<file path="config.mk">
export PLATFORM = sky130hd
export DESIGN_NAME = ln_stream_ctrl
export DESIGN_NICKNAME = d
export VERILOG_FILES = /design/src/rtl/ln_pkg.sv /design/src/rtl/ln_delay_pipe.sv /design/src/rtl/ln_stream_ctrl.sv
export SDC_FILE = /design/constraint.sdc
export NUM_CORES = 2
export LEC_CHECK = 0
export CAP_MARGIN = 20
export CORE_AREA = 2 2 420 422
export DETAILED_ROUTE_END_ITERATION = 6
export DIE_AREA = 0 0 422 424
export PLACE_DENSITY = 0.36
export SYNTH_ARGS = -nofsm -noshare
export SYNTH_HDL_FRONTEND = slang
export SYNTH_SLANG_ARGS = --single-unit
export TNS_END_PERCENT = 5
</file>
<file path="constraint.sdc">
create_clock -name clk -period 59.4 [get_ports clk]
set_clock_uncertainty 0.15 [all_clocks]
set_input_delay 17.82 -clock clk [delete_from_list [all_inputs] [get_ports clk]]
set_output_delay 17.82 -clock clk [all_outputs]
set_load 0.02 [all_outputs]
</file>
<file path="src/rtl/ln_pkg.sv">
// Shared types and defaults for the LayerNorm stage-2 stream controller.
package ln_pkg;

    localparam int unsigned LN_DAT_DW    = 16;
    localparam int unsigned LN_TOUT      = 32;
    localparam int unsigned LN_BURST_LEN = 16;

    typedef enum logic [1:0] {
        IDLE = 2'd0,
        RUN  = 2'd1,
        ZERO = 2'd2
    } ln_state_e;

    // Ceiling log2, used for burst-length shifts and masks.
    function automatic int unsigned ln_log2(input int unsigned v);
        int unsigned r;
        r = 0;
        while ((64'd1 << r) < 64'(v)) r++;
        return r;
    endfunction

endpackage

</file>
<file path="src/rtl/ln_delay_pipe.sv">
// Fixed-latency strobe+payload delay line; only the strobe is reset.
module ln_delay_pipe #(
    parameter int unsigned W   = 1,
    parameter int unsigned LAT = 1
) (
    input  logic         clk,
    input  logic         rst,
    input  logic         en_in,
    input  logic [W-1:0] dat_in,
    output logic         en_out,
    output logic [W-1:0] dat_out
);

    logic [LAT-1:0] en_sr;
    logic [W-1:0]   dat_sr [LAT];

    always_ff @(posedge clk or posedge rst) begin
        if (rst) begin
            en_sr <= '0;
        end else begin
            en_sr[0] <= en_in;
            for (int i = 1; i < int'(LAT); i++) en_sr[i] <= en_sr[i-1];
        end
    end

    always_ff @(posedge clk) begin
        dat_sr[0] <= dat_in;
        for (int i = 1; i < int'(LAT); i++) dat_sr[i] <= dat_sr[i-1];
    end

    // Payload is masked when idle so the un-reset data never leaks out.
    assign en_out  = en_sr[LAT-1];
    assign dat_out = en_out ? dat_sr[LAT-1] : '0;

endmodule

</file>
<file path="src/rtl/ln_stream_ctrl.sv">
// LayerNorm stage-2 read sequencer: credit-gated beat intake, h/wb/ch/w walk,
// and delayed weight/bias buffer reads.
module ln_stream_ctrl
    import ln_pkg::*;
#(
    parameter int unsigned DAT_DW     = LN_DAT_DW,
    parameter int unsigned TOUT       = LN_TOUT,
    parameter int unsigned BURST_LEN  = LN_BURST_LEN,
    parameter int unsigned CREDIT_MAX = 4,
    parameter int unsigned H_W        = 12,
    parameter int unsigned W_W        = 12,
    parameter int unsigned CHG_W      = 6,
    parameter int unsigned PIX_AW     = 12,
    parameter int unsigned WT_LAT     = 1,
    parameter int unsigned BIAS_LAT   = 3
) (
    input  logic                     clk,
    input  logic                     rst,
    input  logic                     start,
    input  logic                     abort,
    input  logic                     rms_mode,
    input  logic                     credit_vld,
    input  logic [CHG_W-1:0]         ch_div_tout,
    input  logic [H_W-1:0]           h_in,
    input  logic [W_W-1:0]           w_in,
    input  logic                     rd_resp_vld,
    output logic                     rd_resp_rdy,
    input  logic [DAT_DW*TOUT-1:0]   rd_resp_pd,
    output logic                     rd_fifo_pop,
    output logic                     busy,
    output logic                     done,
    output logic [DAT_DW*TOUT-1:0]   feat_pd,
    output logic                     feat_vld,
    output logic                     rd_dat_en,
    output logic [PIX_AW-1:0]        rd_dat_addr,
    output logic                     rd_wt_en,
    output logic [CHG_W-1:0]         rd_wt_addr,
    output logic                     rd_bias_en,
    output logic [CHG_W-1:0]         rd_bias_addr
);

    localparam int unsigned PD_W   = DAT_DW * TOUT;
    localparam int unsigned BL_LOG = ln_log2(BURST_LEN);
    localparam int unsigned CRD_W  = $clog2(CREDIT_MAX + 1);
    localparam int unsigned ADR_W  = H_W + W_W + 1;

    ln_state_e        state_q, state_d;
    logic [H_W-1:0]   h_cfg;
    logic [W_W-1:0]   w_cfg;
    logic [CHG_W-1:0] chg_cfg;
    logic             rms_cfg;
    logic [H_W-1:0]   h_cnt;
    logic [W_W-1:0]   wb_cnt;
    logic [CHG_W-1:0] ch_cnt;
    logic [W_W-1:0]   w_cnt;
    logic [CRD_W-1:0] credit_cnt;

    logic             acc;
    logic             cfg_load;
    logic             cnt_clr;
    logic             shape_empty;
    logic [W_W-1:0]   wb_max;
    logic [W_W-1:0]   cur_len;
    logic             last_w, last_ch, last_wb, last_h, last_beat;

    assign rd_resp_rdy = (state_q == RUN) && (credit_cnt != '0);
    assign acc         = rd_resp_vld && rd_resp_rdy;
    assign rd_fifo_pop = acc;
    assign rd_dat_en   = acc;
    assign busy        = (state_q != IDLE);

    assign shape_empty = (h_in == '0) || (w_in == '0) || (ch_div_tout == '0);

    // Last burst of a row may be short: its length comes from the low bits of w.
    assign wb_max    = (w_cfg - W_W'(1)) >> BL_LOG;
    assign last_wb   = (wb_cnt == wb_max);
    assign cur_len   = last_wb ? ((w_cfg - W_W'(1)) & W_W'(BURST_LEN - 1))
                               : W_W'(BURST_LEN - 1);
    assign last_w    = (w_cnt == cur_len);
    assign last_ch   = (ch_cnt == chg_cfg - CHG_W'(1));
    assign last_h    = (h_cnt == h_cfg - H_W'(1));
    assign last_beat = last_w && last_ch && last_wb && last_h;

    assign rd_dat_addr = PIX_AW'(ADR_W'(h_cnt) * ADR_W'(w_cfg)
                                + (ADR_W'(wb_cnt) << BL_LOG)
                                + ADR_W'(w_cnt));

    always_ff @(posedge clk or posedge rst) begin
        if (rst) state_q <= IDLE;
        else     state_q <= state_d;
    end

    always_comb begin
        state_d  = state_q;
        done     = 1'b0;
        cfg_load = 1'b0;
        cnt_clr  = 1'b0;
        case (state_q)
            IDLE: begin
                if (start && !abort) begin
                    cfg_load = 1'b1;
                    cnt_clr  = 1'b1;
                    state_d  = shape_empty ? ZERO : RUN;
                end
            end
            RUN: begin
                if (abort) begin
                    cnt_clr = 1'b1;
                    state_d = IDLE;
                end else if (acc && last_beat) begin
                    done    = 1'b1;
                    state_d = IDLE;
                end
            end
            ZERO: begin
                done    = !abort;
                cnt_clr = abort;
                state_d = IDLE;
            end
            default: state_d = IDLE;
        endcase
    end

    always_ff @(posedge clk or posedge rst) begin
        if (rst) begin
            h_cfg   <= '0;
            w_cfg   <= '0;
            chg_cfg <= '0;
            rms_cfg <= 1'b0;
        end else if (cfg_load) begin
            h_cfg   <= h_in;
            w_cfg   <= w_in;
            chg_cfg <= ch_div_tout;
            rms_cfg <= rms_mode;
        end
    end

    // Loop nest, innermost first: w -> ch -> wb -> h.
    always_ff @(posedge clk or posedge rst) begin
        if (rst) begin
            w_cnt  <= '0;
            ch_cnt <= '0;
            wb_cnt <= '0;
            h_cnt  <= '0;
        end else if (cnt_clr) begin
            w_cnt  <= '0;
            ch_cnt <= '0;
            wb_cnt <= '0;
            h_cnt  <= '0;
        end else if (acc) begin
            w_cnt <= last_w ? '0 : w_cnt + W_W'(1);
            if (last_w) begin
                ch_cnt <= last_ch ? '0 : ch_cnt + CHG_W'(1);
                if (last_ch) begin
                    wb_cnt <= last_wb ? '0 : wb_cnt + W_W'(1);
                    if (last_wb) h_cnt <= last_h ? '0 : h_cnt + H_W'(1);
                end
            end
        end
    end

    always_ff @(posedge clk or posedge rst) begin
        if (rst) begin
            credit_cnt <= CRD_W'(CREDIT_MAX);
        end else if (acc && !credit_vld) begin
            credit_cnt <= credit_cnt - CRD_W'(1);
        end else if (credit_vld && !acc && (credit_cnt != CRD_W'(CREDIT_MAX))) begin
            credit_cnt <= credit_cnt + CRD_W'(1);
        end
    end

    always_ff @(posedge clk or posedge rst) begin
        if (rst) begin
            feat_pd  <= '0;
            feat_vld <= 1'b0;
        end else begin
            feat_vld <= acc;
            if (acc) feat_pd <= PD_W'(rd_resp_pd);
        end
    end

    ln_delay_pipe #(.W(CHG_W), .LAT(WT_LAT)) u_wt_pipe (
        .clk     (clk),
        .rst     (rst),
        .en_in   (acc),
        .dat_in  (ch_cnt),
        .en_out  (rd_wt_en),
        .dat_out (rd_wt_addr)
    );

    ln_delay_pipe #(.W(CHG_W), .LAT(BIAS_LAT)) u_bias_pipe (
        .clk     (clk),
        .rst     (rst),
        .en_in   (acc && !rms_cfg),
        .dat_in  (ch_cnt),
        .en_out  (rd_bias_en),
        .dat_out (rd_bias_addr)
    );

endmodule
</file>
==> impl_metrics.csv <==
group,metric,value,unit
outcome,outcome,"finished, final reports clean",
global_route,grt_overflow,0,
setup_path,path_class,"in -> out",
sta,maxSlewViolCount,0,
place,place_ws,20.94,ns
sta,setup_ws,21.07,ns
detailed_routing,drt_iter0_drc,1277,
power_and_ir_drop,power_density,56.2,nW/um^2
sta,max_clock_freq,0.0261,GHz
yosys,yosysSeqAreaShare,56.1,%
floorplan,fp.coreArea,175000,sq um
layout,area_growth_syn_to_layout,60.5,%
clocking,cts-resized-gates,0,
global_route,grt_start_max_net_pins,120,
setup_path,slowest_stage,"clkdlybuf4s50_1",
yosys,synth_most_common_cell,"nand2_1",
global_route,grt_pass1_wl,201000,microns
layout,final_area,43600,sq um
sta,fin_crit_sh,64.5,%
setup_path,rr_startpoint,"w_cfg[0]$_DFFE_PP0P_",
global_route,grt_pass1_vias,24918,
clocking,cts_root_buf,"clkbuf_16",
place,hpwl,112000,microns
floorplan,rows,154,
setup_path,cpMostUsedCell,"clkdlybuf4s50_1",
clocking,postCtsSetupBuffers,0,
yosys,synth_nets,3692,
yosys,synth_ff_type,"dfrtp_1",
floorplan,start_util,15.5,%
setup_path,worst-path-stages,7,
yosys,synthTopCellsByArea,"dfrtp_1 (55%), nand2_1 (23%), fa_1 (4.1%), ha_1 (2.1%), clkbuf_1 (1.8%)",
hold_path,hp-class,"reg -> reg",
detailed_routing,dr.pass1.iters,5,
yosys,ys_ff_latch,612,
clocking,htree_levels,3,
detailed_routing,postRouteAntennaNets,0,
setup_path,cp_num_buf_inv,3,
floorplan,fp.dieArea,179000,sq um
setup_path,cp_slowest_stage_delay,0.65,ns
setup_path,crit_fanout,65,
clocking,numCtsBuffers,85,
setup_path,crit_path_end_kind,"primary output",
sta,rsz0062_at_grt,"no",
clocking,clock_latency,0.70,ns
global_route,antenna_found_initial,36,
floorplan,io_pins,1093,
setup_path,critPathRequiredTime,41.43,ns
setup_path,cp_top_family,"buffers and inverters",
detailed_routing,remaining_drc_errors,0,
layout,drive_gt1_share,5.28,%
place,place_congestion,0.849,
detailed_routing,routedWlPerCell,22.2,microns
detailed_routing,via_per_inst,3.73,
hold_path,hold_depth,0,
setup_path,reg2reg_slack,55.20,ns
detailed_routing,vias,24310,
place,portBuffers,1092,
yosys,yosysWarnings,0,
sta,period_minus_slack,38.33,ns
yosys,synth_edf_count,0,
sta,hold_viol,0,
yosys,yosys.area.top_type,"dfrtp_1",
sta,tightestPinTransition,1.11,ns
clocking,cts_sinks,612,
setup_path,crit_path_cell_trace,"clkdlybuf4s50_1 -> nand2_4 -> inv_8 -> and4b_1 -> a31oi_1 -> nor3b_1 -> clkdlybuf4s50_1",
sta,relSlewSlack,25.7,%
clocking,postCtsHoldBufs,0,
power_and_ir_drop,p_leak,20.1,nW
yosys,synth.avg_cell_area,8.92,sq um
job,cap_violations,0,
yosys,synth.distinct_cells,68,
yosys,syn_area,27100,sq um
sta,tns,0,ns
power_and_ir_drop,ir_drop,0.0235,mV
setup_path,critPathLaunchType,"input pin",
clocking,cts_buffer_depth,3,
layout,final_nets,4747,
detailed_routing,finalWirelength,145000,microns
floorplan,die_w,422,microns
setup_path,arrival,20.36,ns
floorplan,die_h,424,microns
yosys,netlist_instances,3042,
sta,finalSetupViolCount,0,
hold_path,min_from,"u_bias_pipe.dat_sr[0][9]$_DFF_P_",
global_route,grt_usage,15.8,%
clocking,cts_tree,"done",
yosys,yosys-top-cells-count,"nand2_1 (1630), dfrtp_1 (593), clkbuf_1 (133), inv_1 (103), fa_1 (56)",
clocking,clkTransAtPathRegs,0.06,ns
hold_path,whs_endpoint,"u_bias_pipe.dat_sr[0][15]$_DFF_P_",
yosys,synth_top_area_share,54.7,%
setup_path,r2r-end,"ch_cnt[3]$_DFFE_PP0P_",
place,place_area,40700,sq um
yosys,async_flop_share,97.1,%
setup_path,rr_worst_depth,10,
metrics by stage:
step           util [%]  instances  hold slack (ns)  power [mW]
6_report           24.9       6515            0.174        2.45
5_1_grt            24.9       6509            0.182        2.62
4_1_cts            24.9       6505            0.177        2.51
3_5_place_dp       23.2       6348            0.163        1.95
3_3_place_gp       23.2       6347            0.162        1.96
2_1_floorplan         -       3042            0.160        1.30
report_power, final:
group	switching (mW)	leakage, nW	internal [mW]
registers	0.132	7.58	0.595
logic	0.688	11.1	0.506
clock network	0.215	1.40	0.313
routing by layer:
| layer | GRT usage [%] | routed length (microns) | up-vias |
|---|---|---|---|
| li1 | - | - | 11599 |
| met1 | 18.6 | 58800 | 11845 |
| met2 | 27.8 | 73000 | 660 |
| met3 | 4.43 | 9010 | 188 |
| met4 | 4.72 | 3800 | 18 |
| met5 | 0 | 111 | - |
state kept, by name, indices dropped and copies added, names as in the netlist:
register,count
u_wt_pipe.dat_sr,5
u_bias_pipe.dat_sr,13
rms_cfg,1
credit_cnt,3
h_cnt,12
wb_cnt,12
chg_cfg,6
state_q,2
w_cnt,12
u_wt_pipe.en_out,1
feat_pd,512
u_bias_pipe.en_sr,3
h_cfg,12
ch_cnt,6
w_cfg,12
kinds of logic after synthesis:
group / count (synthesis) / share of synthesized area, %
xor gates and xnor gates: 67 / 2.21
and+or+nand+nor: 1836 / 27.0
muxes: 40 / 1.63
buffers and inverters: 260 / 3.68
adders and majority gates: 101 / 6.20
AOI/OAI and AO/OA: 126 / 3.15
DFF: 612 / 56.1
worst max path at each step:
stage	to	from	slack (ns)
after floorplan	rd_fifo_pop	rd_resp_vld	22.23
after global placement	done	rd_resp_vld	20.95
after detailed placement	done	rd_resp_vld	20.94
after CTS	done	rd_resp_vld	20.93
after global routing	done	rd_resp_vld	20.90
final	done	rd_resp_vld	21.07
placed cells by master (no fill, tap or decap), types with 10 or more instances in the layout:
cell and n:
nand2_1 1629, clkdlybuf4s50_1 1092, dfrtp_1 593, inv_1 101, clkbuf_16 87, fa_1 56, xnor2_1 50, ha_1 45
and2_1 36, mux2_2 33, nor2_1 32, buf_4 30, o21ai_0 24, nand3_1 23, nor4_1 21, clkbuf_8 21
a21oi_1 20, clkbuf_1 19, dfxtp_1 18, clkinv_2 17, xor2_1 16, or3_1 16, nor3_1 15, a31oi_1 12
nand4_1 11, and3_1 10
area by class of cell:
class / count / area [sq um]
multi-input cells: 2170 / 10900
clock inverters: 30 / 299
flip-flops and latches: 612 / 15200
fillers: 19038 / 131000
well taps: 2340 / 2930
diodes: 8 / 20.0
clock buffers: 127 / 2540
inverters: 103 / 402
repair buffers: 1125 / 11200
(Power assumes the default switching activity.)
==> variant, RTL diff (same flow settings) <==
Change the package constant `LN_DAT_DW` from 16 to 18.
--- a/src/rtl/ln_pkg.sv
+++ b/src/rtl/ln_pkg.sv
@@ -2,5 +2,5 @@
 package ln_pkg;
 
-    localparam int unsigned LN_DAT_DW    = 16;
+    localparam int unsigned LN_DAT_DW    = 18;
     localparam int unsigned LN_TOUT      = 32;
     localparam int unsigned LN_BURST_LEN = 16;
Interface: changed (resized feat_pd and rd_resp_pd); port bits go from 1093 to 1221. The function was not compared with the original's and may differ.
==> variant against the original RTL <==
Highest routed layer unchanged; routed wire length is 13% higher; design area grew 8.9%; sequential cell count rose by 64; setup slack worse by 0.31 ns; cell count up 6.0%; power up 9.7%; area after synthesis grew 8.8%; core utilization up 2.2 points; critical path depth did not move; largest power group unchanged.
==> variant: results (changes against the original RTL) <==
outcome: "complete, no violations"  # unchanged
r2r_start: "state_q[1]"  # was w_cfg[0]
cts-htree-levels: 3  # unchanged
postSynthNetCount: 4030  # was 3692
share_of_post_route_cells_with_drive_strength_above_1_pct: 4.78  # was 5.28%
nets: 5200  # was 4747
grt_pass1_vias: 27409  # was 24918
synth-compound-area-share_pct: 3.18  # was 3.15%
parity_gate_share_of_the_synthesized_area_counting_xor_and_xnor_cells_pct: 2.03  # was 2.21%
wl_per_cell_um: 23.7  # was 22.2 um
crit_path_max_fanout: 52  # was 65
antenna_violations_before_repair: 65  # was 36
r2r.worst_path.cells: 12  # was 10
vias_per_cell: 3.88  # was 3.73
clockRootBuffer: "sky130_fd_sc_hd__clkbuf_16"  # unchanged
dp_hpwl_um: 127000  # was 112000 um
synth.top_cells.by_count: "sky130_fd_sc_hd__nand2_1, sky130_fd_sc_hd__dfrtp_1, sky130_fd_sc_hd__clkbuf_1, sky130_fd_sc_hd__inv_1, sky130_fd_sc_hd__fa_1"  # unchanged
first_iter_violations: 1527  # was 1277
global_route_wire_length_before_repair_um: 228000  # was 201000 um
num-fill-cells: 18954  # was 19038
tightestPinTransition_ns: 1.12  # was 1.11 ns
synth-seq-area-share_pct: 56.9  # was 56.1%
grt_start_max_net_pins: 162  # was 120
min_to: "u_bias_pipe.dat_sr[0][17]"  # was u_bias_pipe.dat_sr[0][15]
timing.rr.end: "feat_pd[238]"  # was ch_cnt[3]
hold_start: "u_bias_pipe.dat_sr[0][11]"  # was u_bias_pipe.dat_sr[0][9]
cts_made_buffers: 93  # was 85
static-leakage-power_nw: 22.2  # was 20.1 nW
reg.largest.list: "feat_pd (576), u_bias_pipe.dat_sr (13)"  # was feat_pd (512), u_bias_pipe.dat_sr (13)
muxShareOfSynthArea_pct: 1.23  # was 1.63%
clock_insertion_delay_worst_skew_ns: 0.72  # was 0.70 ns
numPortBuffers: 1220  # was 1092
place_congestion: 0.875  # was 0.849
variant: cell types whose count changed after synthesis, sizes merged, moves of 6 or more:
cell / before / now
nand2: 1630 / 1824
dfrtp: 593 / 657
clkbuf: 134 / 157
o31ai: 5 / 20
o2bb2ai: 0 / 10
or4: 4 / 14
or3: 17 / 8
a21boi: 7 / 0
buf: 23 / 17
mux2: 33 / 27
nand3: 23 / 29
variant: through the flow:
stage / cells / instance area (um2) / hold WS, ns / worst slack (ns) / utilization (%)
after floorplan: 3316 / 29600 / 0.160 / 22.47 / -
after global placement: 6729 / 44300 / 0.165 / 20.71 / 25.3
after detailed placement: 6729 / 44300 / 0.164 / 20.70 / 25.3
after CTS: 6899 / 47400 / 0.177 / 20.69 / 27.1
after global routing: 6902 / 47400 / 0.186 / 20.62 / 27.1
final: 6909 / 47400 / 0.174 / 20.76 / 27.1
variant: worst max-delay path by stage:
stage,slack (ns),cells past startpoint,end,from
finish,20.76,7,done,rd_resp_vld
floorplan,22.47,5,rd_fifo_pop,rd_resp_vld
detailed placement,20.70,7,done,rd_resp_vld
global route,20.62,7,done,rd_resp_vld
global placement,20.71,7,done,rd_resp_vld
CTS,20.69,7,done,rd_resp_vld
variant: power breakdown:
group,switching (W),total [W],internal [W],leakage (nW)
registers,0.000143,0.000798,0.000655,8.42
logic,0.000765,0.00131,0.000545,12.2
clock network,0.000238,0.000577,0.000339,1.53
variant: final cells by class:
type / count / share of cell area [%]
repair buffers: 1249 / 26.3
clock inverters: 27 / 0.625
flip-flops and latches: 676 / 35.5
multi-input cells: 2363 / 24.6
well taps: 2340 / 6.17
inverters: 103 / 0.847
clock buffers: 143 / 5.92
diodes: 8 / 0.0422
variant: metal layers:
metal	wire length (um)	global-route usage, %
met1	68500	22.0
met2	80400	30.5
met3	11700	5.95
met4	3110	3.49
met5	386	0
